--- config.mk ---
export PLATFORM = sky130hd
export DESIGN_NAME = wb_byte_mem_bridge
export DESIGN_NICKNAME = d
export VERILOG_FILES = /design/src/rtl/wb_byte_mem_bridge.sv
export SDC_FILE = /design/constraint.sdc
export NUM_CORES = 1
export LEC_CHECK = 0
export CORE_MARGIN = 2
export CORE_UTILIZATION = 43
export DETAILED_ROUTE_END_ITERATION = 8
export GPL_ROUTABILITY_DRIVEN = 0
export HOLD_SLACK_MARGIN = 0.06
export PLACE_DENSITY_LB_ADDON = 0.12
export SLEW_MARGIN = 20
export SYNTH_ARGS = -nofsm -noshare
export SYNTH_HDL_FRONTEND = slang
export SYNTH_SLANG_ARGS = --single-unit
--- constraint.sdc ---
create_clock -name clk -period 3 [get_ports clk]
set_clock_uncertainty 0.05 [all_clocks]
set_input_delay 0.3 -clock clk [delete_from_list [all_inputs] [get_ports clk]]
set_output_delay 0.3 -clock clk [all_outputs]
set_load 0.1 [all_outputs]
--- src/rtl/wb_byte_mem_bridge.sv ---
// rtl/wb_byte_mem_bridge.sv - Wishbone-classic 32-bit slave over an 8-bit synchronous byte memory
//
// Each word access becomes four byte accesses at {word, lane}, lane 0..3. A
// trailing cycle collects the last read byte. A fixed one-cycle ack follows.
// Request sampled in cycle 0 -> ack in cycle 6. Throughput is one word per 7 cycles.
//
// Parameters
//   MEM_AW   byte-address width of the memory
//   BIG_END  1: lane 0 is bits [31:24]; 0: lane 0 is bits [7:0]
// Ports
//   clk, rst      clock, asynchronous active-high reset
//   wb_cyc_i      bus cycle valid; dropping it mid-access aborts without ack
//   wb_stb_i      request strobe, sampled only in IDLE
//   wb_we_i       1 = write
//   wb_adr_i      byte address; [1:0] and bits >= MEM_AW ignored
//   wb_sel_i      byte enables, sel[3] = bits [31:24]
//   wb_dat_i      write data
//   wb_dat_o      read data; holds the last read word until the next read ack
//   wb_ack_o      one-cycle acknowledge
//   mem_adr       memory byte address
//   mem_dat_o     memory write byte
//   mem_dat_i     memory read byte, valid one cycle after mem_en
//   mem_we        memory write enable
//   mem_en        memory enable

module wb_byte_mem_bridge #(
  parameter int MEM_AW  = 14,
  parameter bit BIG_END = 1'b1
) (
  input  logic              clk,
  input  logic              rst,
  input  logic              wb_cyc_i,
  input  logic              wb_stb_i,
  input  logic              wb_we_i,
  input  logic [31:0]       wb_adr_i,
  input  logic [3:0]        wb_sel_i,
  input  logic [31:0]       wb_dat_i,
  output logic [31:0]       wb_dat_o,
  output logic              wb_ack_o,
  output logic [MEM_AW-1:0] mem_adr,
  output logic [7:0]        mem_dat_o,
  input  logic [7:0]        mem_dat_i,
  output logic              mem_we,
  output logic              mem_en
);

  typedef enum logic [1:0] {
    S_IDLE = 2'd0,
    S_XFER = 2'd1,
    S_TAIL = 2'd2,
    S_ACK  = 2'd3
  } state_t;

  state_t            state;
  state_t            state_nx;
  logic [1:0]        cnt;
  logic [MEM_AW-3:0] word_adr;
  logic              we_q;
  logic [3:0]        sel_q;
  logic [31:0]       dat_q;
  logic [31:0]       rbuf;
  logic [31:0]       rd_word;
  logic [1:0]        pos;
  logic [1:0]        cap_pos;
  logic              start;

  // Address bits outside the word index are aliased away on purpose.
  logic unused_adr_bits;
  assign unused_adr_bits = ^{wb_adr_i[31:MEM_AW], wb_adr_i[1:0]};

  // Position of a memory lane inside the 32-bit word (0 = bits [7:0]).
  function automatic logic [1:0] lane_pos(input logic [1:0] lane);
    return BIG_END ? ~lane : lane;
  endfunction

  assign start   = wb_cyc_i & wb_stb_i;
  assign pos     = lane_pos(cnt);
  // Read data trails the address by one cycle, so capture goes to the previous lane.
  assign cap_pos = lane_pos(cnt - 2'd1);

  // Final read word: the buffer with the last byte, still on the bus in TAIL.
  always_comb begin
    rd_word = rbuf;
    rd_word[{lane_pos(2'd3), 3'b000} +: 8] = mem_dat_i;
  end

  // State register
  always_ff @(posedge clk or posedge rst) begin
    if (rst) begin
      state <= S_IDLE;
    end else begin
      state <= state_nx;
    end
  end

  // Next-state logic
  always_comb begin
    state_nx = state;
    case (state)
      S_IDLE: if (start) state_nx = S_XFER;
      S_XFER: begin
        if (!wb_cyc_i) begin
          state_nx = S_IDLE;
        end else if (cnt == 2'd3) begin
          state_nx = S_TAIL;
        end
      end
      S_TAIL: state_nx = wb_cyc_i ? S_ACK : S_IDLE;
      S_ACK:  state_nx = S_IDLE;
      default: state_nx = S_IDLE;
    endcase
  end

  // Request latches, lane counter and read assembly
  always_ff @(posedge clk or posedge rst) begin
    if (rst) begin
      cnt      <= 2'd0;
      word_adr <= '0;
      we_q     <= 1'b0;
      sel_q    <= 4'd0;
      dat_q    <= 32'd0;
      rbuf     <= 32'd0;
      wb_dat_o <= 32'd0;
    end else begin
      case (state)
        S_IDLE: begin
          if (start) begin
            word_adr <= wb_adr_i[MEM_AW-1:2];
            we_q     <= wb_we_i;
            sel_q    <= wb_sel_i;
            dat_q    <= wb_dat_i;
            cnt      <= 2'd0;
          end
        end
        S_XFER: begin
          if (wb_cyc_i) begin
            cnt <= cnt + 2'd1;
            if (!we_q && cnt != 2'd0) begin
              rbuf[{cap_pos, 3'b000} +: 8] <= mem_dat_i;
            end
          end
        end
        S_TAIL: begin
          // Loaded here so the word is already stable during the ack cycle.
          if (wb_cyc_i && !we_q) begin
            rbuf     <= rd_word;
            wb_dat_o <= rd_word;
          end
        end
        default: begin
        end
      endcase
    end
  end

  // Outputs decoded from state; reset forces IDLE, which zeroes them all.
  always_comb begin
    mem_en    = 1'b0;
    mem_we    = 1'b0;
    mem_adr   = '0;
    mem_dat_o = 8'd0;
    wb_ack_o  = 1'b0;
    case (state)
      S_XFER: begin
        // A dropped cycle must not write the lane in flight.
        mem_en    = wb_cyc_i;
        mem_we    = wb_cyc_i & we_q & sel_q[pos];
        mem_adr   = {word_adr, cnt};
        mem_dat_o = dat_q[{pos, 3'b000} +: 8];
      end
      S_TAIL: begin
        mem_en  = wb_cyc_i;
        mem_adr = {word_adr, 2'b11};
      end
      S_ACK: begin
        wb_ack_o = 1'b1;
      end
      default: begin
      end
    endcase
  end

endmodule

==> metrics.md <==
| Metric | Value |
|---|---|
| Status | finished clean |
| Most common cell after layout, fill and taps aside | dfrtp_1 |
| Simple-gate share of the synthesized area | 0.0866 |
| Starting DRC count in detailed routing | 97 |
| CTS tree | built |
| Largest net degree at the start of global routing | just under 60 |
| Max incr delay on CP | around 0.50 ns |
| Hold violation total from the final report | 0 |
| Post-CTS Setup Inserts | 0 |
| Post-synthesis xor/xnor area fraction | 0 |
| GRT Total Usage | 0.181 |
| Rel. slew slack | 0.592 |
| Crit end category | output port |
| IO buf count | roughly 120 |
| Die area | approximately 12,000 um^2 |
| Worst r2r dst | rbuf[31] |
| Crit-path max FO | 14 |
| Final wirelength | approximately 10000 um |
| Worst path bufs/invs | 3 |
| Antenna viol nets, final | 0 |
| Worst-Margin Slew | just over 0.6 ns |
| Critical Path AT | 2.20 ns |
| DP HPWL | between 7000 and 8000 um |
| Synthesized instance count | roughly 350 |
| Initial antenna violation count | 0 |
| Non-Filler Instances | a little over 600 |
| Synthesized area | 4850 um^2 |
| Final antenna diode count | 0 |
| CTS buffer count | 9 |
| Die height | about 110 um |
| Complex-gate fraction of the synthesized area | 0.0570 |
| Clock Pin Slew Worst Setup and Hold Paths | 0.07 ns |
| Core Area | 10,900 um^2 |
| CTS Buffer Depth | 2 |
| H-Tree Level Count | 3 |
| Die width | about 110 um |
| Reg2Reg Depth | 5 |
| Max VDD drop | 0.852 mV |
| Drt wl/cell | 16.2 um |
| Number of synthesized register bits | 109 |
| Cts hold-fix bufs | 0 |
| Setup_tns | 0 ns |
| Worst path slowest cell | ha_1 |
| First-pass GRT wire length | between 15,000 and 20,000 um |
| Final Cell Area | 6510 um^2 |
| Vias in the first global route | 3,377 |
| RSZ-0062 raised after global routing | no |
| Post-synthesis mux area share | 0.237 |
| GRT Residual Overflow | 0 |
| Peak Freq | about 0.4 GHz |
| Final count of pins violating max slew | 0 |
| Clock Root Buffer | clkbuf_16 |
| Post-synthesis adder-cell area fraction | 0.0258 |
| Final min period | 2.55 ns |
| Clock sinks | 109 |
| Unique masters post-synth | 39 |
| Initial core utilization | 0.444 |
| Crit path required time | around 2.7 ns |
| DR vias/cell | 5.21 |
| Final net count | 564 |
| Drc violations | 0 |
| Worst path cell trace | inv_1, ha_1, nor2_1, nor2b_1, buf_4, and2_1, buf_12 |
| Number of core rows | 38 |
| Worst Hold Class | in -> async |
| Synth Area per Inst | 13.7 um^2 |
| Delay-heaviest family, CP | buffers and inverters |
| Pwr dens | about 1200 nW/um^2 |
| Length of the first detailed-routing pass in iterations | 4 |
| Ys Warns | 0 |
| Worst r2r src | state[1] |
| Skew-Pair Late Insertion Delay | 0.35 ns |
| Reg2reg setup slack | slightly below 0.8 ns |
| Leak | 0.00302 uW |
| Crit start category | register |
| Detailed-route via count | 3,222 |
| Commonest non-fill, non-tap cells in the layout | dfrtp_1, mux2_2, clkdlybuf4s50_1 |
| Setup CP Type | reg -> out |
| DP Area | 6240 um^2 |
| Post-CTS sizing | 0 |
| Syn nets | 445 |
| Final Cycle Share | 0.851 |
| Main combinational cell family by area after synthesis | multiplexers |
| Post-synthesis sequential area ratio | 0.562 |
| Layout cells sized above 1 | 0.331 |
| Inst Count DP | 602 |
| Final setup viols | 0 |
| Layout area overhead | 34.1% |
| # IOs | 138 |
| Max Cap Violations | 0 |
[where the power goes]
group          leakage [uW]  total (uW)  internal (uW)  switching, uW
logic               0.00150        4570           1530           3030
clock network      0.000122        1100            566            537
registers           0.00140        2260           2000            264
total               0.00302        7930           4100           3830
[final cells by class]
cell class                      count  area [um^2]
Clock buffer                       11          233
Clock inverter                      5         36.3
Fill cell                         900         4430
Inverter                           13         52.6
Multi-Input combinational cell    213         1980
Sequential cell                   109         2730
Tap cell                          140          175
Timing Repair Buffer              127         1300
[Yosys cell counts (all sizes together)]
cell type / instances / area, um^2
buf: 17 / 96.3
or2: 1 / 6.26
nor2: 5 / 26.3
o21ai: 17 / 88.8
nor2b: 1 / 6.26
nand4bb: 1 / 11.3
o221ai: 1 / 8.76
a31oi: 2 / 12.5
o31ai: 8 / 60.1
and2: 23 / 144
mux2i: 1 / 10.0
dfrtp: 109 / 2730
nand2b: 1 / 6.26
nand2: 11 / 41.3
mux2: 83 / 935
clkbuf: 2 / 7.51
nand3b: 2 / 18.8
o21a: 3 / 22.5
a2bb2oi: 1 / 8.76
and3: 8 / 50.1
nand3: 10 / 50.1
mux4: 9 / 206
and4bb: 1 / 12.5
a21oi: 1 / 5.00
and4: 1 / 8.76
ha: 10 / 125
o2bb2ai: 8 / 70.1
inv: 13 / 48.8
nor3b: 2 / 26.3
nand4: 2 / 12.5
[registers in the layout (all words and copies together) (netlist names)]
signal    cells
word_adr     12
sel_q         4
rbuf         24
state         2
we_q          1
cnt           2
dat_q        32
wb_dat_o     32
[worst max-delay path by stage]
| stage | startpoint | endpoint | slack (ns) | depth (start not counted) |
|---|---|---|---|---|
| 3_5_place_dp | state[1] | rbuf[30] | 0.77 | 5 |
| 4_1_cts | state[0] | mem_adr[11] | 0.42 | 7 |
| 3_3_place_gp | state[0] | mem_adr[2] | 0.83 | 7 |
| 5_1_grt | state[0] | mem_adr[8] | 0.22 | 7 |
| 6_report | state[0] | mem_adr[11] | 0.45 | 7 |
| 2_1_floorplan | state[0] | mem_adr[10] | 0.61 | 7 |
[logic make-up (layout without fill, tap and decap cells)]
logic type,Yosys count,count (layout)
adder cells (fa/ha/maj),10,10
buffers and inverters,32,156
flip-flops,109,109
multiplexers,93,93
AND/OR/NAND/NOR,69,69
AO/OA/AOI/OAI,41,41
[metrics by stage]
stage	power (uW)	setup WS (ns)	utilization	hold slack, ns
3_5_place_dp	6910	0.770	0.570	0.423
2_1_floorplan	5680	0.606	-	0.382
3_3_place_gp	6810	0.831	0.570	0.414
6_report	7930	0.446	0.595	0.330
5_1_grt	8350	0.217	0.595	0.396
4_1_cts	8020	0.417	0.595	0.355
[worst reg2reg max path, stage by stage, from the launching register on]
cell and delay [ns]:
dfrtp_1 0.41, inv_1 0.12, ha_1 0.35, nand4bb_1 0.43, nor2_4 0.41, mux2_1 0.36
[routing by layer]
layer / GRT usage / share of wire / vias to the layer above
met5: 0 / 0 / -
met4: 0.0598 / 0.017 / 0
met3: 0.0747 / 0.090 / 10
met2: 0.293 / 0.48 / 92
li1: - / - / 1507
met1: 0.221 / 0.41 / 1613
No activity file was read; power rests on OpenSTA's default activity.
